### config.mk
export PLATFORM = sky130hd
export DESIGN_NAME = clk_div_monitor
export DESIGN_NICKNAME = d
export VERILOG_FILES = /design/src/rtl/clk_mon_pkg.sv /design/src/rtl/clk_div_monitor_edge_sync3.sv /design/src/rtl/clk_div_monitor.sv
export SDC_FILE = /design/constraint.sdc
export NUM_CORES = 1
export LEC_CHECK = 0
export CAP_MARGIN = 10
export CORE_ASPECT_RATIO = 1.25
export CORE_MARGIN = 2
export CORE_UTILIZATION = 55
export DETAILED_ROUTE_END_ITERATION = 6
export DONT_BUFFER_PORTS = 1
export PLACE_DENSITY = 0.7
export SYNTH_ARGS = -nofsm -noshare
export SYNTH_HDL_FRONTEND = slang
export SYNTH_SLANG_ARGS = --single-unit
### constraint.sdc
create_clock -name sys_clk -period 4.2 [get_ports sys_clk]
set_input_delay 0.21 -clock sys_clk [delete_from_list [all_inputs] [get_ports sys_clk]]
set_output_delay 0.21 -clock sys_clk [all_outputs]
set_load 0.01 [all_outputs]
### src/rtl/clk_mon_pkg.sv
// Shared types and helpers for the divided-clock monitors: measurement FSM
// states, default counter width and the tolerance compare.
package clk_mon_pkg;

  localparam int CNT_W_DEF = 8;
  localparam int CMP_W     = 32;

  typedef enum logic [1:0] {
    IDLE = 2'd0,
    ARM  = 2'd1,
    HIGH = 2'd2,
    LOW  = 2'd3
  } mon_state_e;

  // Operands are zero-extended and subtracted one bit wider, so the
  // difference is a true signed value and cannot wrap.
  function automatic logic out_of_tol(
    input logic [CMP_W-1:0] meas,
    input logic [CMP_W-1:0] expv,
    input logic [CMP_W-1:0] tol
  );
    logic [CMP_W:0] diff;
    logic [CMP_W:0] mag;
    diff = {1'b0, meas} - {1'b0, expv};
    mag  = diff[CMP_W] ? -diff : diff;
    return (mag > {1'b0, tol});
  endfunction

endpackage

### src/rtl/clk_div_monitor_edge_sync3.sv
// Three-flop synchronizer for a slow data-sampled clock, with rise/fall
// detection on the last two stages (two-cycle detection latency).
module edge_sync3 (
  input  logic sys_clk,
  input  logic sys_rst_n,
  input  logic d_in,
  output logic rise,
  output logic fall
);

  logic s1_q, s2_q, s3_q;
  logic s1_d, s2_d, s3_d;

  // Next value of each synchronizer stage.
  always_comb begin
    s1_d = d_in;
    s2_d = s1_q;
    s3_d = s2_q;
  end

  // Synchronizer flops.
  always_ff @(posedge sys_clk or negedge sys_rst_n) begin
    if (!sys_rst_n) begin
      s1_q <= 1'b0;
      s2_q <= 1'b0;
      s3_q <= 1'b0;
    end else begin
      s1_q <= s1_d;
      s2_q <= s2_d;
      s3_q <= s3_d;
    end
  end

  assign rise = s2_q & ~s3_q;
  assign fall = ~s2_q & s3_q;

endmodule

### src/rtl/clk_div_monitor.sv
// Measures period and high time of a divided clock in sys_clk cycles and
// flags out-of-tolerance ratio/duty and stuck-clock conditions.
module clk_div_monitor
  import clk_mon_pkg::*;
#(
  parameter int CNT_W      = CNT_W_DEF,
  parameter int EXP_PERIOD = 5,
  parameter int EXP_HIGH   = 3,
  parameter int TOL        = 1
) (
  input  logic             sys_clk,
  input  logic             sys_rst_n,
  input  logic             clk_in,
  input  logic             enable,
  input  logic             err_clr,
  output logic [CNT_W-1:0] period,
  output logic [CNT_W-1:0] high_time,
  output logic             meas_valid,
  output logic             freq_err,
  output logic             stuck_err
);

  localparam logic [CNT_W-1:0] CNT_MAX = {CNT_W{1'b1}};
  localparam logic [CNT_W-1:0] CNT_ONE = CNT_W'(1);

  mon_state_e       state_q, state_d;
  logic [CNT_W-1:0] cnt_q, cnt_d;
  logic [CNT_W-1:0] hi_tmp_q, hi_tmp_d;
  logic [CNT_W-1:0] period_q, period_d;
  logic [CNT_W-1:0] high_time_q, high_time_d;
  logic             meas_valid_q, meas_valid_d;
  logic             freq_err_q, freq_err_d;
  logic             stuck_err_q, stuck_err_d;

  logic rise_s, fall_s;
  logic cnt_sat_s;
  logic valid_evt_s, hi_latch_s, stuck_evt_s;
  logic tol_fail_s;

  edge_sync3 u_sync (
    .sys_clk   (sys_clk),
    .sys_rst_n (sys_rst_n),
    .d_in      (clk_in),
    .rise      (rise_s),
    .fall      (fall_s)
  );

  // Saturated counter with no edge this cycle means the clock has stopped.
  assign cnt_sat_s = (cnt_q == CNT_MAX) & ~rise_s & ~fall_s;

  // FSM state register.
  always_ff @(posedge sys_clk or negedge sys_rst_n) begin
    if (!sys_rst_n) begin
      state_q <= IDLE;
    end else begin
      state_q <= state_d;
    end
  end

  // FSM next state; disable aborts from any active state.
  always_comb begin
    state_d = state_q;
    case (state_q)
      IDLE: begin
        if (enable) state_d = ARM;
        else        state_d = IDLE;
      end
      ARM: begin
        if (!enable)     state_d = IDLE;
        else if (rise_s) state_d = HIGH;
        else             state_d = ARM;
      end
      HIGH: begin
        if (!enable)        state_d = IDLE;
        else if (fall_s)    state_d = LOW;
        else if (cnt_sat_s) state_d = ARM;
        else                state_d = HIGH;
      end
      LOW: begin
        if (!enable)        state_d = IDLE;
        else if (rise_s)    state_d = HIGH;
        else if (cnt_sat_s) state_d = ARM;
        else                state_d = LOW;
      end
      default: state_d = IDLE;
    endcase
  end

  // FSM event decode driving the datapath.
  always_comb begin
    valid_evt_s = 1'b0;
    hi_latch_s  = 1'b0;
    stuck_evt_s = 1'b0;
    case (state_q)
      IDLE: begin
        valid_evt_s = 1'b0;
      end
      ARM: begin
        stuck_evt_s = enable & cnt_sat_s;
      end
      HIGH: begin
        hi_latch_s  = enable & fall_s;
        stuck_evt_s = enable & cnt_sat_s;
      end
      LOW: begin
        valid_evt_s = enable & rise_s;
        stuck_evt_s = enable & cnt_sat_s;
      end
      default: begin
        valid_evt_s = 1'b0;
      end
    endcase
  end

  assign tol_fail_s = out_of_tol(CMP_W'(cnt_q), CMP_W'(EXP_PERIOD), CMP_W'(TOL))
                    | out_of_tol(CMP_W'(hi_tmp_q), CMP_W'(EXP_HIGH), CMP_W'(TOL));

  // Counter, result and sticky-flag next values; a set beats err_clr.
  always_comb begin
    if (rise_s)                cnt_d = CNT_ONE;
    else if (cnt_q == CNT_MAX) cnt_d = cnt_q;
    else                       cnt_d = cnt_q + CNT_ONE;

    if (hi_latch_s) hi_tmp_d = cnt_q;
    else            hi_tmp_d = hi_tmp_q;

    if (valid_evt_s) begin
      period_d    = cnt_q;
      high_time_d = hi_tmp_q;
    end else begin
      period_d    = period_q;
      high_time_d = high_time_q;
    end
    meas_valid_d = valid_evt_s;

    if (valid_evt_s && tol_fail_s) freq_err_d = 1'b1;
    else if (err_clr)              freq_err_d = 1'b0;
    else                           freq_err_d = freq_err_q;

    if (stuck_evt_s)  stuck_err_d = 1'b1;
    else if (err_clr) stuck_err_d = 1'b0;
    else              stuck_err_d = stuck_err_q;
  end

  // Datapath and output registers.
  always_ff @(posedge sys_clk or negedge sys_rst_n) begin
    if (!sys_rst_n) begin
      cnt_q        <= '0;
      hi_tmp_q     <= '0;
      period_q     <= '0;
      high_time_q  <= '0;
      meas_valid_q <= 1'b0;
      freq_err_q   <= 1'b0;
      stuck_err_q  <= 1'b0;
    end else begin
      cnt_q        <= cnt_d;
      hi_tmp_q     <= hi_tmp_d;
      period_q     <= period_d;
      high_time_q  <= high_time_d;
      meas_valid_q <= meas_valid_d;
      freq_err_q   <= freq_err_d;
      stuck_err_q  <= stuck_err_d;
    end
  end

  assign period     = period_q;
  assign high_time  = high_time_q;
  assign meas_valid = meas_valid_q;
  assign freq_err   = freq_err_q;
  assign stuck_err  = stuck_err_q;

endmodule

==> out/qor.txt, run 1 <==
outcome: complete, no violations
slowest stage delay, CP: 0.71 ns
Final Non-Filler Cells: 219
Synth Cell Area: 2000 µm²
critical path's slowest cell: nor2_2
LEAKAGE: 0.000959 µW
Antenna Cells: 0
number of I/O pins: 24
clk buf depth: 2
Final Hold Fails: 0
Placeable Area: 3480 µm²
Worst Hold Slack: 0.00648 ns
Internal Power: 743 µW
worst vdd ir: 343 µV
Site Rows: 24
CTS Buf Count: 5
htree depth: 2
antenna violations before repair: 0
IO Port Bufs: 0
final net count: 188
Via density: 6.39
Worst Setup Path Type: flop to flop
register area: 1000 µm²
placed cells: 208
Post-DRT Antenna Nets: 0
switching part of the total power: 0.308
GPL Wtd Cong: 0.807
Final Max Slew Viols: 0
Hold Crit Class: input pin to flop
Setup TNS: 0 ns
Tcrit/Tclk final: 0.541
crit path cell chain: nor2b_1, nand2_1, nor2_2, mux2_2
Final HPWL DP: 2640 µm
most common cell after layout, fill and taps aside: dfrtp_1
async set or reset register ratio after synthesis: 1.00
worst skew pair latency: 0.30 ns
first drt pass iteration count: 4
DIE HEIGHT: 71.4 µm
crit path DAT: 2.45 ns
largest net degree at the start of global routing: 41
vias in the first global route: 1406
Pwr Density: 498 nW/µm²
starting density of the core: 0.574
CTS tree: yes
RSZ-0062 raised after global routing: false
cell accounting for the most synthesized area: dfrtp_1
Tot Pwr: 1070 µW
EDFF count, synth: 0
cell family with most CP delay: simple AND/OR/NAND/NOR gates
CTS Root Cell: clkbuf_8
Psw: 331 µW
multi-input combinational cell area: 921 µm²
top_reg_cell synth: dfrtp_1
Clk pwr share: 0.314
layout cell share with drive strength beyond 1: 0.222
CP bufs+invs: 0
Critical Path Source Type: flop
Comb power frac: 0.217
Filler cells: 278
Worst slew margin: 0.403
Overall Global Routing Usage: 0.214
clock sink count: 40
initial drt markers: 61
Clock transition at path regs: 0.08 ns
Setup Buffers After CTS: 0
Worst Max-Slew Pin Slew: 0.894 ns
Die X: 57.9 µm
routed len/inst: 18.0 µm
post-synthesis sequential area ratio: 0.501
min cycle time layout: 2.27 ns
total grt overflow: 0
commonest cells after routing, fill and taps aside: dfrtp_1 (40), mux2_2 (24), nor2_1 (17), o21ai_0 (7), clkbuf_8 (7)
routed vias: 1399
number of max-cap violations: 0
first-pass GRT wire length: 6690 µm
Routed WL: 3950 µm
Syn Nets: 187
area grow syn2layout: 7.82%
worst-path maximum fanout: 18
die area: 4140 µm²
total of warnings raised by yosys: 0
FF+latch count, synth: 40
Final setup viols: 0
Crit. End Element: flop
Mapped Avg Cell Area: 11.2 µm²
Peak Freq: 0.440 GHz
Unique masters post-synth: 44
clk_skew: 0.0110 ns
Yosys top cell area share: 0.501
largest cells by area after synthesis: dfrtp_1 (50%), mux2_2 (14%), nor2_1 (3.2%)
# DRC: 0
cell count after synthesis: 178
Seq pwr share: 0.469
Critical Path RT: 4.37 ns
Post-CTS Resized: 0
kinds of logic (layout without fill, tap and decap cells):
group,after synthesis,after routing,synth area share
simple gates,63,63,0.184
flops,40,40,0.501
compound gates,30,30,0.103
mux,24,24,0.135
buf+inv,14,16,0.0388
fa+ha+maj,4,4,0.0250
xor+xnor,3,3,0.0131
final cells by class:
cell class / instances / share of cell area
Clock buffer: 7 / 0.0447
Timing Repair Buffer: 3 / 0.0186
Clock inverter: 1 / 0.0139
Inverter: 5 / 0.00871
Multi-Input combinational cell: 124 / 0.427
Tap cell: 39 / 0.0226
Sequential cell: 40 / 0.464
state kept, by name, summed over array words and instances (netlist names):
name,cells
u_sync.s2_q,1
high_time,8
period,8
hi_tmp_q,8
u_sync.s1_q,1
u_sync.s3_q,1
stuck_err,1
freq_err,1
cnt_q,8
meas_valid,1
state_q,2
power groups by stage:
stage / clock network [µW] / registers (µW) / logic [µW]
6_report: 337 / 503 / 232
5_1_grt: 357 / 512 / 261
4_1_cts: 340 / 501 / 233
3_5_place_dp: 0 / 510 / 220
3_3_place_gp: 0 / 506 / 211
2_1_floorplan: 0 / 463 / 225
Yosys cell counts, types with 2 or more instances:
| cell type | count |
|---|---|
| and3_1 | 2 |
| dfrtp_1 | 40 |
| clkbuf_1 | 3 |
| mux2_2 | 24 |
| nand3b_1 | 2 |
| xnor2_1 | 3 |
| buf_2 | 3 |
| or4_1 | 2 |
| a211oi_1 | 2 |
| o21ai_0 | 7 |
| nand2b_1 | 4 |
| nand3_1 | 5 |
| nor4_1 | 5 |
| nor3_1 | 4 |
| a31oi_1 | 4 |
| nand2_1 | 6 |
| nor2b_1 | 4 |
| nor3b_1 | 2 |
| ha_1 | 4 |
| inv_1 | 5 |
| o2111ai_1 | 2 |
| a21oi_1 | 6 |
| nand4b_1 | 2 |
| nor2_1 | 17 |
timing repair:
action | 4_1_cts | 5_1_grt
hold buffers | 3 | 0
endpoints found under the hold margin | 41 | 0
setup endpoints to repair | 0 | 0
layer usage:
layer  GRT usage  share of wire  vias to the layer above
met3      0.0415          0.061                       10
met4       0.101          0.022                        0
met2       0.342           0.50                       39
li1            -              -                      655
met5           0              0                        -
met1       0.280           0.42                      695
path summary, 6_finish.rpt:
path                        startpoint           end  slack, ns  depth (start not counted)
max                        u_sync.s2_q  high_time[0]       1.93                          4
min                             enable    state_q[1]      0.006                          2
max reg2reg                u_sync.s2_q  high_time[0]       1.93                          4
min reg2reg                u_sync.s1_q   u_sync.s2_q       0.36                          0
max in group asynchronous    sys_rst_n  high_time[4]       3.64                          2
min in group asynchronous    sys_rst_n    state_q[1]       0.36                          2
per-stage QoR:
| stage | utilization | cell area [µm²] | setup slack (ns) |
|---|---|---|---|
| after CTS | 0.619 | 2160 | 1.91 |
| after detailed placement | 0.571 | 1990 | 1.94 |
| after floorplan | - | 2000 | 2.36 |
| final | 0.619 | 2160 | 1.93 |
| after global placement | 0.571 | 1990 | 2.04 |
| after global routing | 0.619 | 2160 | 1.77 |
Power figures use the tool's default switching activity.
==> run 2: changes to the inputs <==
- clock period: 4.2 -> 2.35 ns (I/O delays scaled with it)
==> run 2 against run 1 <==
  * Critical path depth increased by 2
  * Design area increased by 2.3%
  * Final cell count increased by 3.7%
  * Clock skew decreased by 0.0065 ns
  * Fmax increased by 9.6%
  * Routed wire length increased by 6.8%
  * Count of clock-buffer cells in the layout decreased by 2
  * Clock power increased by 64%
  * Core utilization increased by 1.4 points
  * Critical endpoint is now cnt_q[5]
  * Highest routed layer unchanged
==> out/qor.txt, run 2 (same netlist as run 1, synthesis figures left out) <==
outcome: complete, no violations
number of I/O pins: 24
CTS Root Cell: clkbuf_8
Final setup viols: 0
crit path DAT: 2.26 ns
Site Rows: 24
Worst slew margin: 0.533
switching part of the total power: 0.326
IO Port Bufs: 0
final net count: 196
GPL Wtd Cong: 0.838
Via density: 6.37
initial drt markers: 62
Final Non-Filler Cells: 227
layout cell share with drive strength beyond 1: 0.245
Setup Buffers After CTS: 0
clk buf depth: 2
Final HPWL DP: 2880 µm
first-pass GRT wire length: 7100 µm
Filler cells: 285
Clock transition at path regs: 0.08 ns
Critical Path RT: 2.54 ns
Post-CTS Resized: 0
starting density of the core: 0.574
vias in the first global route: 1513
worst vdd ir: 825 µV
Peak Freq: 0.482 GHz
Psw: 626 µW
DIE HEIGHT: 71.4 µm
Setup TNS: 0 ns
largest net degree at the start of global routing: 41
Die X: 57.9 µm
clk_skew: 0.00448 ns
hold_buf cts: 5
worst-path maximum fanout: 13
commonest cells after routing, fill and taps aside: dfrtp_1 (40), mux2_2 (24), nor2_1 (17), o21ai_0 (7)
Critical Path Source Type: flop
worst skew pair latency: 0.29 ns
Hold Crit Class: input pin to flop
Clk pwr share: 0.287
Seq pwr share: 0.434
LEAKAGE: 0.000988 µW
number of max-cap violations: 0
most common cell after layout, fill and taps aside: dfrtp_1
min cycle time layout: 2.07 ns
Crit. End Element: flop
Routed WL: 4220 µm
Pwr Density: 872 nW/µm²
Overall Global Routing Usage: 0.227
# DRC: 0
routed vias: 1447
htree depth: 2
Placeable Area: 3480 µm²
Tcrit/Tclk final: 0.883
Final Max Slew Viols: 0
RSZ-0062 raised after global routing: false
total grt overflow: 0
Worst Max-Slew Pin Slew: 0.697 ns
die area: 4140 µm²
Internal Power: 1300 µW
Worst Setup Path Type: flop to flop
Comb power frac: 0.280
Antenna Cells: 0
Post-DRT Antenna Nets: 0
area grow syn2layout: 10.3%
placed cells: 214
antenna violations before repair: 0
Final Hold Fails: 0
routed len/inst: 18.6 µm
CTS tree: yes
clock sink count: 40
CTS Buf Count: 5
first drt pass iteration count: 4
[run 2: final timing paths]
check | from | endpoint | slack [ns] | cells after the start
min in group asynchronous | sys_rst_n | cnt_q[7] | 0.28 | 2
setup / recovery | cnt_q[0] | cnt_q[5] | 0.28 | 6
max in group asynchronous | sys_rst_n | high_time[2] | 1.88 | 2
hold / removal | enable | stuck_err | 0.01 | 2
hold reg to reg | u_sync.s1_q | u_sync.s2_q | 0.36 | 0
setup reg to reg | cnt_q[0] | cnt_q[5] | 0.28 | 6
[run 2: per-stage QoR]
stage	hold slack (ns)	utilization	area, µm²	total power (µW)	setup slack, ns
3_5_place_dp	-0.177	0.584	2030	1350	0.304
2_1_floorplan	-0.178	-	2000	1230	0.510
3_3_place_gp	-0.177	0.584	2030	1320	0.439
6_report	0.0110	0.633	2210	1920	0.275
4_1_cts	0.00853	0.633	2210	1930	0.302
5_1_grt	0.0399	0.633	2210	2020	0.0964
[run 2: power groups by stage]
| stage | Combinational, µW | Sequential, µW | Clock, µW |
|---|---|---|---|
| 2_1_floorplan | 402 | 828 | 0 |
| 3_3_place_gp | 480 | 842 | 0 |
| 3_5_place_dp | 505 | 845 | 0 |
| 4_1_cts | 531 | 832 | 567 |
| 5_1_grt | 593 | 843 | 585 |
| 6_report | 537 | 834 | 551 |
[run 2: final cells by class]
class / count / area (µm²) / area share
tap: 39 / 48.8 / 0.0221
multi-input combinational: 124 / 921 / 0.417
clock buffer: 5 / 68.8 / 0.0312
timing repair buffer: 11 / 105 / 0.0476
inverter: 5 / 18.8 / 0.00851
clock inverter: 3 / 42.5 / 0.0193
sequential: 40 / 1000 / 0.454
[run 2: routing by layer]
metal / global-route usage / vias up / part of all wire
li1: - / 670 / -
met1: 0.270 / 722 / 0.42
met2: 0.380 / 46 / 0.50
met3: 0.0614 / 9 / 0.052
met4: 0.106 / 0 / 0.023
met5: 0 / - / 0
[run 2: critical path, stage by stage (launching register included)]
cell	delay, ns
dfrtp_1	0.57
ha_1	0.25
nand3_1	0.18
nor4b_2	0.60
nor3b_1	0.15
xnor2_1	0.17
nor2_1	0.05
==> run 3: changes to the inputs <==
--- a/config.mk
+++ b/config.mk
@@ -7,2 +7,3 @@
 export LEC_CHECK = 0
+export ABC_AREA = 1
 export CAP_MARGIN = 10
@@ -11,2 +12,3 @@
 export CORE_UTILIZATION = 55
+export CTS_CLUSTER_SIZE = 30
 export DETAILED_ROUTE_END_ITERATION = 6
==> constraint.sdc (replaced) <==
create_clock -name sys_clk -period 2.35 [get_ports sys_clk]
set_input_delay 0.5875 -clock sys_clk [delete_from_list [all_inputs] [get_ports sys_clk]]
set_output_delay 0.5875 -clock sys_clk [all_outputs]
set_load 0.01 [all_outputs]
==> run 3 against run 2 <==
  * Core utilization decreased by 1.9 points
  * Synthesized area increased by 6.9%
  * Clock skew increased by 0.0035 ns
  * Die area increased by 6.4%
  * Routed wire length decreased by 1.2%
  * Synthesized cell count increased by 51%
  * Critical path depth increased by 9
  * Combinational power increased by 55%
  * Setup slack improved by 0.21 ns
  * Largest power group unchanged
==> out/qor.txt, run 3 <==
outcome: complete, no violations
crit path cell chain: inv_1, ha_1, inv_1, nand2_2, nand2_1, nor2_4, nand2_1, nand2_1, nand2_1, nor2_1, nand2_1, nor2_1, nand2_1, nand2_1, nand2_1
Critical Path RT: 2.54 ns
Clock transition at path regs: 0.08 ns
Placeable Area: 3750 µm²
Final HPWL DP: 3070 µm
Yosys top cell area share: 0.468
metal3 WL: 105 µm
final net count: 282
layout cell share with drive strength beyond 1: 0.102
CTS Buf Count: 5
critical path's slowest cell: dfrtp_1
LEAKAGE: 0.00119 µW
vias in the first global route: 1516
Site Rows: 25
Max Used Layer: met4
Critical Path Source Type: flop
met1 WL: 1900 µm
clk_skew: 0.00795 ns
Final Hold Fails: 0
starting density of the core: 0.569
total grt overflow: 0
area grow syn2layout: 7.96%
Post-DRT Antenna Nets: 0
Unique masters post-synth: 30
top_reg_cell synth: dfrtp_1
Synth Cell Area: 2140 µm²
Setup TNS: 0 ns
clock sink count: 40
Pwr Density: 1020 nW/µm²
post-synthesis sequential area ratio: 0.468
Place WS: 0.480 ns
top cells by count, synth: nand2_1 (72), dfrtp_1 (40), nor2_1 (31)
CTS tree: yes
slowest stage delay, CP: 0.43 ns
worst skew pair latency: 0.29 ns
R2R Path End: freq_err
die area: 4400 µm²
Die X: 59.8 µm
Peak Freq: 0.536 GHz
Reg-to-Reg Start: cnt_q[0]
routed vias: 1677
Syn Nets: 278
initial drt markers: 96
FF+latch count, synth: 40
Hold Crit Class: input pin to async pin
EDFF count, synth: 0
R2R Setup Slk: 0.48 ns
CTS Root Cell: clkbuf_8
total of warnings raised by yosys: 0
GPL Wtd Cong: 0.777
Crit. End Element: flop
Routed WL: 4160 µm
Final setup viols: 0
number of I/O pins: 24
async set or reset register ratio after synthesis: 1.00
Via density: 5.34
number of max-cap violations: 0
Mapped Avg Cell Area: 7.94 µm²
Worst slew margin: 0.623
Tcrit/Tclk final: 0.795
routed len/inst: 13.3 µm
cell accounting for the most synthesized area: dfrtp_1
Antenna Cells: 0
Worst Setup Path Type: flop to flop
R2R depth: 15
most common cell after layout, fill and taps aside: nand2_1
Filler cells: 343
Post-CTS Resized: 0
# DRC: 0
Tot Pwr: 2360 µW
worst vdd ir: 722 µV
Final WS setup: 0.483 ns
IO Port Bufs: 0
clk buf depth: 2
crit path DAT: 2.06 ns
first-pass GRT wire length: 6750 µm
largest net degree at the start of global routing: 41
most frequent CP cell: nand2_1
WL met2: 2110 µm
commonest cells after routing, fill and taps aside: nand2_1 (72), dfrtp_1 (40), nor2_1 (31), inv_1 (28), a21oi_1 (18)
Final Max Slew Viols: 0
largest cells by area after synthesis: dfrtp_1 (47%), nand2_1 (13%), nor2_1 (5.4%)
count leader, synth: nand2_1
first drt pass iteration count: 4
cell count after synthesis: 269
worst-path maximum fanout: 9
antenna violations before repair: 0
RSZ-0062 raised after global routing: false
Overall Global Routing Usage: 0.204
min cycle time layout: 1.87 ns
DIE HEIGHT: 73.7 µm
htree depth: 2
Worst Max-Slew Pin Slew: 0.564 ns
run 3: cell count changes after synthesis, sizes merged, moves of 12 or more:
cell,before,now
mux2,24,2
nor2,18,37
a21oi,6,18
inv,5,31
nand3,5,18
nand2,6,74
run 3: repair_timing:
item	4_1_cts	5_1_grt
setup buffers	0	0
endpoints found under the hold margin	40	0
hold buffers	1	0
run 3: stage by stage:
step | cells | cell area [µm²] | hold slack (ns) | utilization
final | 314 | 2310 | 0.126 | 0.615
after floorplan | 269 | 2140 | 0.292 | -
after detailed placement | 305 | 2160 | 0.293 | 0.576
after CTS | 314 | 2310 | 0.132 | 0.615
after global routing | 314 | 2310 | 0.135 | 0.615
after global placement | 305 | 2160 | 0.293 | 0.576
run 3: where the power goes:
| part | switching (µW) | total (µW) | internal (µW) |
|---|---|---|---|
| clock | 233 | 607 | 374 |
| combinational | 516 | 830 | 314 |
| sequential | 133 | 920 | 787 |
| total | 882 | 2360 | 1480 |
run 3: how the worst max path moves through the flow:
stage	slack (ns)	startpoint	depth (start not counted)	endpoint
after global placement	0.56	cnt_q[0]	15	freq_err
after CTS	0.47	cnt_q[0]	15	freq_err
after detailed placement	0.48	cnt_q[0]	15	freq_err
after floorplan	0.66	cnt_q[0]	15	freq_err
after global routing	0.20	cnt_q[0]	15	freq_err
final	0.48	cnt_q[0]	15	freq_err
run 3: cell families after synthesis:
| logic type | synth area share |
|---|---|
| compound gates | 0.109 |
| mux | 0.0105 |
| fa+ha+maj | 0.0234 |
| flops | 0.468 |
| buf+inv | 0.0738 |
| xor+xnor | 0.0123 |
| simple gates | 0.302 |
run 3: worst max-delay path, delay by kind of cell, from the launching register on:
kind / cells / cell delay (ns)
AND/OR/NAND/NOR: 12 / 0.91
buffers and inverters: 2 / 0.22
flip-flops: 1 / 0.43
adder cells (fa/ha/maj): 1 / 0.19
run 3: final cells by class:
| type | instances | area [µm²] | area share |
|---|---|---|---|
| Timing Repair Buffer | 3 | 35.0 | 0.0152 |
| Sequential cell | 40 | 1000 | 0.434 |
| Inverter | 31 | 116 | 0.0504 |
| Clock buffer | 7 | 96.3 | 0.0418 |
| Clock inverter | 1 | 30.0 | 0.0130 |
| Tap cell | 40 | 50.0 | 0.0217 |
| Multi-Input combinational cell | 192 | 978 | 0.424 |
run 3: metal layers:
metal / track usage / vias up
met5: 0 / -
met4: 0.0790 / 0
li1: - / 885
met1: 0.255 / 766
met2: 0.339 / 21
met3: 0.0440 / 5
